**config.mk**
```make
export PLATFORM = sky130hd
export DESIGN_NAME = instr_decode_stage
export DESIGN_NICKNAME = d
export VERILOG_FILES = /design/src/rtl/instr_decode_stage.sv
export SDC_FILE = /design/constraint.sdc
export NUM_CORES = 1
export LEC_CHECK = 0
export BUFFER_PORTS_ARGS = -buffer_cell sky130_fd_sc_hd__buf_2
export CAP_MARGIN = 20
export CORE_ASPECT_RATIO = 1.25
export CORE_UTILIZATION = 52
export DETAILED_ROUTE_END_ITERATION = 10
export PLACE_DENSITY = 0.86
export SLEW_MARGIN = 20
export SYNTH_ARGS = -nofsm -noshare
export SYNTH_HDL_FRONTEND = slang
export SYNTH_SLANG_ARGS = --single-unit
```
**constraint.sdc**
```tcl
create_clock -name clk -period 11.66 [get_ports clk]
set_clock_uncertainty 0.2 [all_clocks]
set_input_delay 1.749 -clock clk [delete_from_list [all_inputs] [get_ports clk]]
set_output_delay 1.749 -clock clk [all_outputs]
set_load 0.02 [all_outputs]
```
**src/rtl/instr_decode_stage.sv**
```systemverilog
// RV32 decode stage: decodes fields, format and immediate, then queues the record in a small skid FIFO.
// Define DECODE_ILLEGAL_EN to add the registered illegal-instruction output.
module instr_decode_stage #(
    parameter int XLEN      = 32,
    parameter int BUF_DEPTH = 2
) (
    input  logic            clk,
    input  logic            rst,
    input  logic            flush,
    input  logic            in_valid,
    output logic            in_ready,
    input  logic [31:0]     instruction,
    output logic            out_valid,
    input  logic            out_ready,
    output logic [6:0]      opcode,
    output logic [2:0]      funct3,
    output logic [6:0]      funct7,
    output logic [4:0]      rd,
    output logic [4:0]      rs1,
    output logic [4:0]      rs2,
    output logic [XLEN-1:0] imm,
    output logic [2:0]      fmt
`ifdef DECODE_ILLEGAL_EN
    ,
    output logic            illegal
`endif
);

    localparam int PTR_W = (BUF_DEPTH > 1) ? $clog2(BUF_DEPTH) : 1;
    localparam logic [PTR_W:0] DEPTH_C = (PTR_W+1)'(BUF_DEPTH);

    localparam logic [2:0] FMT_R = 3'd0;
    localparam logic [2:0] FMT_I = 3'd1;
    localparam logic [2:0] FMT_S = 3'd2;
    localparam logic [2:0] FMT_B = 3'd3;
    localparam logic [2:0] FMT_U = 3'd4;
    localparam logic [2:0] FMT_J = 3'd5;
    localparam logic [2:0] FMT_X = 3'd7;

`ifdef DECODE_ILLEGAL_EN
    localparam int REC_W = XLEN + 36;
`else
    localparam int REC_W = XLEN + 35;
`endif

    logic [PTR_W-1:0] head_reg;
    logic [PTR_W-1:0] tail_reg;
    logic [PTR_W:0]   count_reg;
    logic             push;
    logic             pop;

    logic [2:0]       fmt_dec;
    logic [31:0]      imm32;
    logic [XLEN-1:0]  imm_dec;
    logic [REC_W-1:0] rec_next;
    logic [REC_W-1:0] head_rec;
    logic [REC_W-1:0] entry_rd [BUF_DEPTH];

    assign in_ready  = (count_reg < DEPTH_C) && !rst;
    assign out_valid = (count_reg != '0);
    // A flushed cycle never writes, so the dropped word cannot reappear.
    assign push      = in_valid && in_ready && !flush;
    assign pop       = out_valid && out_ready;

    always_comb begin
        fmt_dec = FMT_X;
        imm32   = '0;
        case (instruction[6:0])
            7'b0110011:                                     fmt_dec = FMT_R;
            7'b0010011, 7'b0000011, 7'b1100111, 7'b1110011: fmt_dec = FMT_I;
            7'b0100011:                                     fmt_dec = FMT_S;
            7'b1100011:                                     fmt_dec = FMT_B;
            7'b0110111, 7'b0010111:                         fmt_dec = FMT_U;
            7'b1101111:                                     fmt_dec = FMT_J;
            default:                                        fmt_dec = FMT_X;
        endcase
        case (fmt_dec)
            FMT_I: imm32 = {{20{instruction[31]}}, instruction[31:20]};
            FMT_S: imm32 = {{20{instruction[31]}}, instruction[31:25], instruction[11:7]};
            FMT_B: imm32 = {{19{instruction[31]}}, instruction[31], instruction[7],
                            instruction[30:25], instruction[11:8], 1'b0};
            FMT_U: imm32 = {instruction[31:12], 12'b0};
            FMT_J: imm32 = {{11{instruction[31]}}, instruction[31], instruction[19:12],
                            instruction[20], instruction[30:21], 1'b0};
            default: imm32 = '0;
        endcase
    end

    // Signed cast widens to XLEN by replicating bit 31.
    assign imm_dec = XLEN'($signed(imm32));

`ifdef DECODE_ILLEGAL_EN
    logic ill_dec;
    assign ill_dec = (fmt_dec == FMT_X) || (instruction[1:0] != 2'b11) ||
                     ((fmt_dec == FMT_R) && (instruction[31:25] != 7'b0000000) &&
                      (instruction[31:25] != 7'b0100000));
    assign rec_next = {ill_dec, imm_dec, fmt_dec, instruction};
`else
    assign rec_next = {imm_dec, fmt_dec, instruction};
`endif

    for (genvar gi = 0; gi < BUF_DEPTH; gi++) begin : g_entry
        logic [REC_W-1:0] rec_reg;
        always_ff @(posedge clk) begin
            if (push && (tail_reg == PTR_W'(gi))) begin
                rec_reg <= rec_next;
            end
        end
        assign entry_rd[gi] = rec_reg;
    end

    always_ff @(posedge clk) begin
        if (rst || flush) begin
            head_reg  <= '0;
            tail_reg  <= '0;
            count_reg <= '0;
        end else begin
            if (push) tail_reg <= tail_reg + 1'b1;
            if (pop)  head_reg <= head_reg + 1'b1;
            case ({push, pop})
                2'b10:   count_reg <= count_reg + 1'b1;
                2'b01:   count_reg <= count_reg - 1'b1;
                default: count_reg <= count_reg;
            endcase
        end
    end

    // Empty buffer presents an all-zero record so reset leaves every output at 0.
    assign head_rec = out_valid ? entry_rd[head_reg] : '0;

    assign opcode = head_rec[6:0];
    assign rd     = head_rec[11:7];
    assign funct3 = head_rec[14:12];
    assign rs1    = head_rec[19:15];
    assign rs2    = head_rec[24:20];
    assign funct7 = head_rec[31:25];
    assign fmt    = head_rec[34:32];
    assign imm    = head_rec[XLEN+34:35];
`ifdef DECODE_ILLEGAL_EN
    assign illegal = head_rec[XLEN+35];
`endif

endmodule

```
==> metrics.md, run 1 <==
| Metric | Value |
|---|---|
| Status | finished clean |
| DRT antenna net count | 0 |
| WL final | 11800 um |
| Root buf cell | clkbuf_16 |
| First-pass GRT wire length | between 15000 and 20000 um |
| Power Dens Cells | 159 nW/um2 |
| Die area | 11800 um2 |
| Max-cap check violation count | 0 |
| Xor/xnor share of the synthesized area | 0.0104 |
| Synth area leader | edfxtp_1 |
| Avg WL per Cell | 17.8 um |
| Met1 GRT Util | 0.239 |
| CP Max Fanout | 11 |
| Detailed-route vias per instance | 5.56 |
| Util after Layout | 0.647 |
| Share of the synthesized area in the top cell type | 0.680 |
| Pin count of the biggest net entering global routing | 69 |
| Synth area leaders | edfxtp_1 68%, mux2i_1 11%, nor2_1 4.9%, a21o_1 1.4%, dfxtp_1 1.4% |
| Worst path top cell family by delay | simple AND/OR/NAND/NOR gates |
| # nets final | 554 |
| F_max | around 200 MHz |
| Die X | between 90 and 100 um |
| Final hold violations | 0 |
| Hold_buf cts | 0 |
| Via count | about 3700 |
| Syn avg cell area | 14.5 um2 |
| IO buf count | 105 |
| Hold Path Depth | 2 |
| Crit Path Class | primary input to register |
| R2r setup slk | 9.10 ns |
| RR Endpoint | g_entry[0].rec_reg[64]$_DFFE_PP_ |
| GR peak layer | met2 |
| Leakage | 0.00252 uW |
| DRC Markers | 0 |
| GRT Overall Usage | 0.205 |
| Final GP Congestion | approximately 0.85 |
| Yosys Warn Count | 0 |
| Io pins | between 100 and 150 |
| 1st-pass router iterations | 5 |
| Hold path startpoint | count_reg[0]$_SDFFE_PP0P_ |
| Initial DRC Count | 260 |
| Die H | around 120 um |
| Area of the mapped netlist | 5920 um2 |
| Synth unique cells | 44 |
| Sequential area share after synthesis | 0.694 |
| Row cnt | 43 |
| Multi-input logic area | between 1500 and 2000 um2 |
| Share of cells above drive strength 1 | 0.299 |
| Worst Hold Class | register to register |
| ANT cells | 0 |
| Starting Density | 0.534 |
| Hold-critical path endpoint | count_reg[0]$_SDFFE_PP0P_ |
| Area of the core | 11100 um2 |
| Clock Pin Slew Worst Setup and Hold Paths | roughly 0.06 ns |
| # fillers | about 800 |
| Fin area | 7180 um2 |
| Initial antenna violation count | 0 |
| Final Power | between 1000 and 1500 uW |
| Crit path capture type | register |
| Adder-Cell Fraction of Synth Area | 0.00423 |
| Async SR Flop Fraction | 0 |
| Slew Viols, Final | 0 |
| Startpoint Class | primary input |
| CTS Buf Count | 17 |
| Setup TNS | 0 ns |
| Mux contribution to synthesized area | 0.115 |
| Max incr delay on CP | 0.88 ns |
| Simple-Gate Fraction of Synth Area | 0.0954 |
| CTS H-tree lvls | 4 |
| CTS tree | built |
| Compound-Gate Fraction of Synth Area | 0.0622 |
| Reg2Reg Depth | 4 |
| Data required time at the worst endpoint | 11.72 ns |
| Post-synth EDFFs | 134 |
| Worst Tran Pin Value | 1.01 ns |
| Vias in the first global route | 3615 |
| Max FFs per register | 134 |
| Remaining Overflow, GRT | 0 |
| Worst relative slew slack | 0.319 |
| Clk buf depth | 2 |
| Critical path's slowest cell | nor4_2 |
| Post-synthesis register bit count | 138 |
| Met3 Use GR | 0.0530 |
| CTS Sinks | 138 |
| DP Wirelength | around 7400 um |
| Main combinational cell family by area after synthesis | multiplexers |
| Number of gates resized after CTS | 0 |
| Setup violators final | 0 |
| Syn_nets | 447 |
| CP cell instances | buf_2 > nand3b_1 > nor2_2 > inv_1 > ha_1 > nand3b_1 > o21ai_2 > a211oi_4 > inv_2 > nor4_2 > a21o_1 |
| Cells after Synth | 408 |
| Ys flop type | edfxtp_1 |
| Worst Path Buf+Inv | 3 |
| Final period util | 0.436 |
| FF-to-FF Start | count_reg[1]$_SDFFE_PP0P_ |
| Layout area overhead | 21.3% |
| Met2 Resource Use GR | 0.364 |
| # Post-CTS Setup Buffers | 0 |
| Area after DPL | roughly 6600 um2 |
| Arr. time, crit path | 5.14 ns |
| Reg area | 4110 um2 |
| Crit-path most repeated cell | nand3b_1 |
| Tmin final | 5.08 ns |
| RSZ-0062 raised after global routing | no |
| Clk_lat worst skew | 0.40 ns |
| VDD IR max | 0.124 mV |
layout by cell type, fill, tap and decap left out, drive strengths merged, types with 3 or more instances in the layout:
| master | synthesis | routed |
|---|---|---|
| clkinv | 0 | 3 |
| mux2i | 67 | 67 |
| nor3 | 6 | 6 |
| dfxtp | 4 | 4 |
| nand3b | 3 | 3 |
| a21oi | 13 | 13 |
| buf | 14 | 110 |
| a21o | 11 | 11 |
| xnor2 | 5 | 5 |
| nor2 | 79 | 79 |
| a32oi | 4 | 4 |
| clkbuf | 8 | 18 |
| clkinvlp | 0 | 5 |
| nand2 | 16 | 16 |
| edfxtp | 134 | 134 |
| inv | 4 | 7 |
| and2 | 8 | 8 |
| bufinv | 0 | 3 |
| o21ai | 5 | 5 |
final cells by class:
class,count,share of cell area
multi-input combinational,244,0.239
clock buffer,18,0.0598
sequential,138,0.572
timing repair buffer,110,0.0790
inverter,4,0.00209
tap,135,0.0235
clock inverter,14,0.0239
routing by layer:
layer  vias to the layer above  wire length [um]  part of all wire
met3                        16               693             0.059
met5                         -                 0                 0
met1                      1806              4620              0.39
met2                       139              6280              0.53
met4                         0               203             0.017
li1                       1728                 -                 -
worst min-delay path, cell delays in order, from the launching register on:
cell and delay (ns):
dfxtp_1 0.36, xor2_1 0.15, nor3_1 0.05
where the power goes:
part           internal [uW]  switching (uW)  total (uW)  leakage [uW]
sequential               551            2.48         554       0.00116
clock                    337             197         534      0.000277
combinational           18.8            38.0        56.9       0.00109
cell families (layout without fill, tap and decap cells):
| kind of cell | Yosys count | count (layout) |
|---|---|---|
| buf+inv | 26 | 146 |
| fa+ha+maj | 2 | 2 |
| compound gates | 44 | 44 |
| simple gates | 123 | 123 |
| mux | 68 | 68 |
| flops | 138 | 138 |
| xor+xnor | 7 | 7 |
synthesized netlist by cell type, types with 2 or more instances:
master	instances
a21oi_1	13
a31oi_1	2
a32oi_1	4
and2_1	8
nor4b_1	2
nor2_1	78
inv_1	3
o21ai_0	3
xor2_1	2
a21o_1	11
a21boi_0	2
nand2_1	16
buf_1	7
or2_2	2
dfxtp_1	4
buf_4	2
ha_1	2
mux2i_1	67
edfxtp_1	134
buf_2	5
nand3b_1	3
xnor2_1	5
clkbuf_1	8
nor3_1	5
how the worst max path moves through the flow:
stage	cells after the start	to	slack, ns	start
2_1_floorplan	3	g_entry[0].rec_reg[0]$_DFFE_PP_	5.84	rst
3_3_place_gp	11	g_entry[0].rec_reg[62]$_DFFE_PP_	6.44	instruction[3]
3_5_place_dp	11	g_entry[1].rec_reg[62]$_DFFE_PP_	6.14	instruction[3]
4_1_cts	11	g_entry[0].rec_reg[62]$_DFFE_PP_	6.58	instruction[3]
5_1_grt	11	g_entry[0].rec_reg[62]$_DFFE_PP_	6.30	instruction[3]
6_report	11	g_entry[0].rec_reg[62]$_DFFE_PP_	6.58	instruction[3]
through the flow:
step / setup WS [ns] / hold slack (ns) / instances
floorplan: 5.84 / 0.328 / 408
global placement: 6.44 / 0.372 / 631
detailed placement: 6.14 / 0.396 / 631
CTS: 6.58 / 0.408 / 663
global route: 6.30 / 0.456 / 663
finish: 6.58 / 0.400 / 663
No activity file was read; power rests on OpenSTA's default activity.
==> inputs of run 2 (changes only) <==
- clock period: 11.66 -> 5 ns (I/O delays scaled with it)
==> run 2 against run 1 <==
Against the previous run:
- register-to-register slack got worse by 6.8 ns
- design area increased by 0.94%
- non-clock buffer count increased by 2
- power increased by 140%
- critical path depth decreased by 1
- global-route usage grew 1.0 points
- sequential share of layout area fell by 0.53 points
- routed wire length grew 4.1%
- sequential cell count unchanged
- sequential power rose by 130%
- critical endpoint is now g_entry[0].rec_reg[46]$_DFFE_PP_
==> metrics.md, run 2 (synthesis gave the netlist of run 1 again) <==
| Metric | Value |
|---|---|
| Tmin final | 3.61 ns |
| GRT Overall Usage | 0.215 (+0.0102) |
| Setup TNS | 0 ns (unchanged) |
| # nets final | 556 (+0.36%) |
| Initial DRC Count | 262 (+0.77%) |
| Share of cells above drive strength 1 | 0.304 (+0.00453) |
| VDD IR max | 0.236 mV (+90%) |
| Crit path capture type | register |
| Post-place setup slack | 1.04 ns (-5.10 ns) |
| Data required time at the worst endpoint | 5.00 ns (-6.72 ns) |
| Final hold violations | 0 (unchanged) |
| CTS tree | built |
| Io pins | 106 (unchanged) |
| DRT antenna net count | 0 (unchanged) |
| Avg WL per Cell | 18.4 um (+3.6%) |
| Vias in the first global route | 3859 (+6.7%) |
| RSZ-0062 raised after global routing | no |
| First-pass GRT wire length | 19200 um (+4.6%) |
| Sw Ratio | 0.212 (+0.00503) |
| CTS H-tree lvls | 4 (unchanged) |
| Arr. time, crit path | 3.61 ns (-1.53 ns) |
| F_max | 277 MHz |
| Worst Hold Class | primary input to register |
| Hold slack | 0.350 ns (-0.0504 ns) |
| Starting Density | 0.534 (unchanged) |
| Final WS setup | 1.39 ns (-5.19 ns) |
| Clk buf depth | 2 (unchanged) |
| Clock power share | 0.483 (+0.017) |
| Clock Pin Slew Worst Setup and Hold Paths | 0.06 ns (about the same) |
| Clk_lat worst skew | 0.41 ns (about the same) |
| DP Wirelength | 7970 um (+7.1%) |
| Sw Pwr | 586 uW (+150%) |
| CP Max Fanout | 11 (unchanged) |
| # fillers | 792 (-1.4%) |
| Max FFs per register | 134 (unchanged) |
| # Post-CTS Setup Buffers | 0 (unchanged) |
| Util after Layout | 0.654 (+0.00610) |
| Leakage | 0.00256 uW (+1.7%) |
| IO buf count | 105 (unchanged) |
| Remaining Overflow, GRT | 0 (unchanged) |
| P_int | 2170 uW (+140%) |
| 1st-pass router iterations | 5 (unchanged) |
| CTS Buf Count | 17 (unchanged) |
| Pin count of the biggest net entering global routing | 45 (-35%) |
| Final period util | 0.723 |
| Die H | 121 um (unchanged) |
| Max-cap check violation count | 0 (unchanged) |
| Startpoint Class | primary input |
| DRC Markers | 0 (unchanged) |
| Initial antenna violation count | 1 (+1) |
| Worst relative slew slack | 0.511 (+0.192) |
| Crit Path Class | primary input to register |
| Via count | 3698 (+0.24%) |
| Power Dens Cells | 381 nW/um2 (+140%) |
| Slew Viols, Final | 0 (unchanged) |
| Die area | 11800 um2 (unchanged) |
| Final GP Congestion | 0.815 (-3.7%) |
| Sequential power share | 0.468 (-0.016) |
| Commonest cells after routing, fill and taps aside | 134 x edfxtp_1, 105 x buf_2, 76 x nor2_1 |
| Row cnt | 43 (unchanged) |
| Number of gates resized after CTS | 0 (unchanged) |
| Die X | 97.4 um (unchanged) |
| Root buf cell | clkbuf_16 |
| Hold_buf cts | 0 (unchanged) |
| WL final | 12300 um (+4.1%) |
| Setup violators final | 0 (unchanged) |
| Layout area overhead | 22.4% |
| Worst Tran Pin Value | 0.731 ns (-0.281 ns) |
| Detailed-route vias per instance | 5.55 (-0.21%) |
| Area of the core | 11100 um2 (unchanged) |
| CTS Sinks | 138 (unchanged) |
| Status | finished clean |
| Combinational power share | 0.048 (-0.002) |
| Most common library cell in the layout ignoring fill and taps | edfxtp_1 |
[run 2: routing by layer]
metal,GRT usage,wire length [um],up-vias
met5,0,0,-
met4,0.0892,251,0
met3,0.0518,615,18
met2,0.380,6560,130
met1,0.251,4860,1813
li1,-,-,1737
[run 2: layout make-up]
cell class                 instances  area [um2]  share of cell area
timing repair buffer             112         598              0.0826
tap                              135         169              0.0233
clock inverter                    15         209              0.0288
clock buffer                      17         425              0.0587
multi-input combinational        244        1720               0.237
sequential                       138        4110               0.567
inverter                           4        15.0             0.00207
antenna                            1        2.50            0.000345
[run 2: worst max-delay path, stage by stage]
cell	delay, ns
buf_2	0.14
nand3b_1	0.52
nor2_2	0.44
inv_1	0.08
ha_1	0.34
nand3b_1	0.18
o21ai_2	0.11
a2111oi_4	0.52
nand2_1	0.14
a311oi_1	0.38
[run 2: worst paths after layout]
path	start	endpoint	slack (ns)	cells after the start
min reg2reg	tail_reg$_SDFFE_PP0P_	tail_reg$_SDFFE_PP0P_	0.41	2
min	instruction[17]	g_entry[1].rec_reg[17]$_DFFE_PP_	0.35	1
max	instruction[3]	g_entry[0].rec_reg[46]$_DFFE_PP_	1.39	10
max reg2reg	count_reg[1]$_SDFFE_PP0P_	g_entry[1].rec_reg[5]$_DFFE_PP_	2.27	3
[run 2: power groups by stage]
stage	sequential, uW	combinational, uW	clock, uW
global placement	1320	127	0
global route	1290	144	1400
floorplan	1320	76.2	0
finish	1290	133	1330
CTS	1290	134	1350
detailed placement	1320	133	0
[run 2: metrics by stage]
stage                     cell area [um2]  std cells  power (uW)
after CTS                            7240        665        2780
final                                7240        666        2760
after detailed placement             6610        633        1450
after floorplan                      5920        408        1390
after global routing                 7240        665        2830
after global placement               6580        632        1440
==> inputs of run 3 (changes only) <==
- clock period: 5 -> 3.4 ns (I/O delays scaled with it)
==> run 3 against run 2 <==
Against the previous run:
- clock power up 26%
- highest routed layer unchanged
- final cell count increased by 0.90%
- routed wire length increased by 0.41%
- worst setup slack got worse by 0.86 ns
- register-to-register slack got worse by 1.2 ns
- combinational power is 52% higher
- design area barely moved
- die area is the same
- critical endpoint is now g_entry[0].rec_reg[58]$_DFFE_PP_
==> metrics.md, run 3 (synthesis gave the netlist of run 1 again) <==
| Metric | Value |
|---|---|
| WL final | 12300 um (+0.41%) |
| DRT antenna net count | 0 (unchanged) |
| Layout area overhead | 22.5% (about the same) |
| Starting Density | 0.534 (unchanged) |
| RSZ-0062 raised after global routing | no |
| Arr. time, crit path | 2.93 ns (-0.68 ns) |
| # nets final | 564 (+1.4%) |
| Final std cells w/o fill | 672 (+0.90%) |
| Crit path capture type | register |
| IO buf count | 105 (unchanged) |
| Clk buf depth | 2 (unchanged) |
| DP Wirelength | 8130 um (+1.9%) |
| Die area | 11800 um2 (unchanged) |
| Reg2Reg Depth | 4 (+1) |
| Die X | 97.4 um (unchanged) |
| Detailed-route vias per instance | 5.58 (+0.55%) |
| Leakage | 0.00256 uW (-0.22%) |
| Die H | 121 um (unchanged) |
| Number of gates resized after CTS | 0 (unchanged) |
| Max-cap check violation count | 0 (unchanged) |
| Dpl cells | 641 (+1.3%) |
| Final GP Congestion | 0.924 (+13%) |
| F_max | 348 MHz |
| Final period util | 0.844 |
| Initial DRC Count | 284 (+8.4%) |
| Worst relative slew slack | 0.512 (+0.00130) |
| Via count | 3752 (+1.5%) |
| FF-to-FF Start | count_reg[1]$_SDFFE_PP0P_ |
| CTS tree | built |
| Most common library cell in the layout ignoring fill and taps | edfxtp_1 |
| Power Dens Cells | 522 nW/um2 (+37%) |
| Worst Tran Pin Value | 0.731 ns (-0.000216 ns) |
| Pin count of the biggest net entering global routing | 68 (+51%) |
| # Post-CTS Setup Buffers | 0 (unchanged) |
| Setup TNS | 0 ns (unchanged) |
| Io pins | 106 (unchanged) |
| Status | finished clean |
| Hold slack | 0.115 ns (-0.235 ns) |
| Slew Viols, Final | 0 (unchanged) |
| Area of the core | 11100 um2 (unchanged) |
| R2r setup slk | 1.06 ns (-1.21 ns) |
| First-pass GRT wire length | 19200 um (+0.11%) |
| CTS Buf Count | 17 (unchanged) |
| Crit Path Class | primary input to register |
| Hold_buf cts | 0 (unchanged) |
| DRC Markers | 0 (unchanged) |
| Root buf cell | clkbuf_16 |
| RR Endpoint | g_entry[0].rec_reg[3]$_DFFE_PP_ |
| Data required time at the worst endpoint | 3.46 ns (-1.54 ns) |
| Setup violators final | 0 (unchanged) |
| CTS H-tree lvls | 4 (unchanged) |
| Vias in the first global route | 3787 (-1.9%) |
| Avg WL per Cell | 18.4 um (-0.49%) |
| CP Launch Point | instruction[5] |
| Clock Pin Slew Worst Setup and Hold Paths | 0.06 ns (about the same) |
| Worst Hold Class | primary input to register |
| Startpoint Class | primary input |
| 1st-pass router iterations | 5 (unchanged) |
| Final hold violations | 0 (unchanged) |
| CP Max Fanout | 11 (unchanged) |
| Commonest cells after routing, fill and taps aside | 134 x edfxtp_1, 105 x buf_2, 76 x nor2_1 |
| Tmin final | 2.87 ns |
| ANT cells | 0 (-1) |
| VDD IR max | 0.350 mV (+48%) |
| Row cnt | 43 (unchanged) |
| Remaining Overflow, GRT | 0 (unchanged) |
| Clk_lat worst skew | 0.41 ns (about the same) |
| Max FFs per register | 134 (unchanged) |
| Initial antenna violation count | 0 (-1) |
| Share of cells above drive strength 1 | 0.315 (+0.0109) |
| GRT Overall Usage | 0.216 (+0.00123) |
| Worst setup endpoint | g_entry[0].rec_reg[58]$_DFFE_PP_ |
| CTS Sinks | 138 (unchanged) |
-- run 3: cell count changes in the layout (fill, tap and decap cells not counted), moves of 2 or more --
cell	change
buf_4	+5
clkinv_2	+2
buf_12	+4
bufinv_16	-3
clkinvlp_4	+5
clkinv_4	+2
inv_6	-6
-- run 3: worst max-delay path, cell delays in order --
cell	delay, ns
buf_2	0.18
or3b_1	0.44
nor2_2	0.12
inv_1	0.05
ha_1	0.29
nand3b_1	0.15
o21ai_2	0.10
a211oi_4	0.32
inv_2	0.11
nor4_2	0.26
buf_4	0.22
a21o_1	0.17
-- run 3: layout make-up --
cell class                      count  area (um2)
Sequential cell                   138        4110
Fill cell                         773        3830
Clock inverter                     14         128
Clock buffer                       17         425
Timing Repair Buffer              120         688
Multi-Input combinational cell    244        1720
Tap cell                          135         169
Inverter                            4        15.0
-- run 3: worst min path at each step --
| stage | startpoint | end | cells after the start |
|---|---|---|---|
| after floorplan | count_reg[0]$_SDFFE_PP0P_ | count_reg[0]$_SDFFE_PP0P_ | 2 |
| after global placement | tail_reg$_SDFFE_PP0P_ | tail_reg$_SDFFE_PP0P_ | 2 |
| after detailed placement | count_reg[0]$_SDFFE_PP0P_ | count_reg[0]$_SDFFE_PP0P_ | 2 |
| after CTS | instruction[19] | g_entry[1].rec_reg[19]$_DFFE_PP_ | 1 |
| after global routing | instruction[19] | g_entry[1].rec_reg[19]$_DFFE_PP_ | 1 |
| final | instruction[19] | g_entry[1].rec_reg[19]$_DFFE_PP_ | 1 |
-- run 3: where the power goes --
group	total (uW)	switching (uW)	internal, uW
registers	1900	11.2	1890
clock network	1680	682	1000
logic	202	132	70.5
-- run 3: per-stage QoR --
step	util	worst slack [ns]	power, uW	area [um2]
after detailed placement	0.604	0.175	2140	6700
after floorplan	-	0.145	2050	5920
after global placement	0.604	0.316	2130	6700
final	0.654	0.529	3790	7250
after CTS	0.654	0.577	3810	7250
after global routing	0.654	0.418	3900	7250
-- run 3: metal layers --
layer  track usage  part of all wire  vias up
met5             0                 0        -
met4        0.0892             0.016        0
met3        0.0565             0.049       19
met2         0.382              0.55      123
met1         0.249              0.39     1859
li1              -                 -     1751
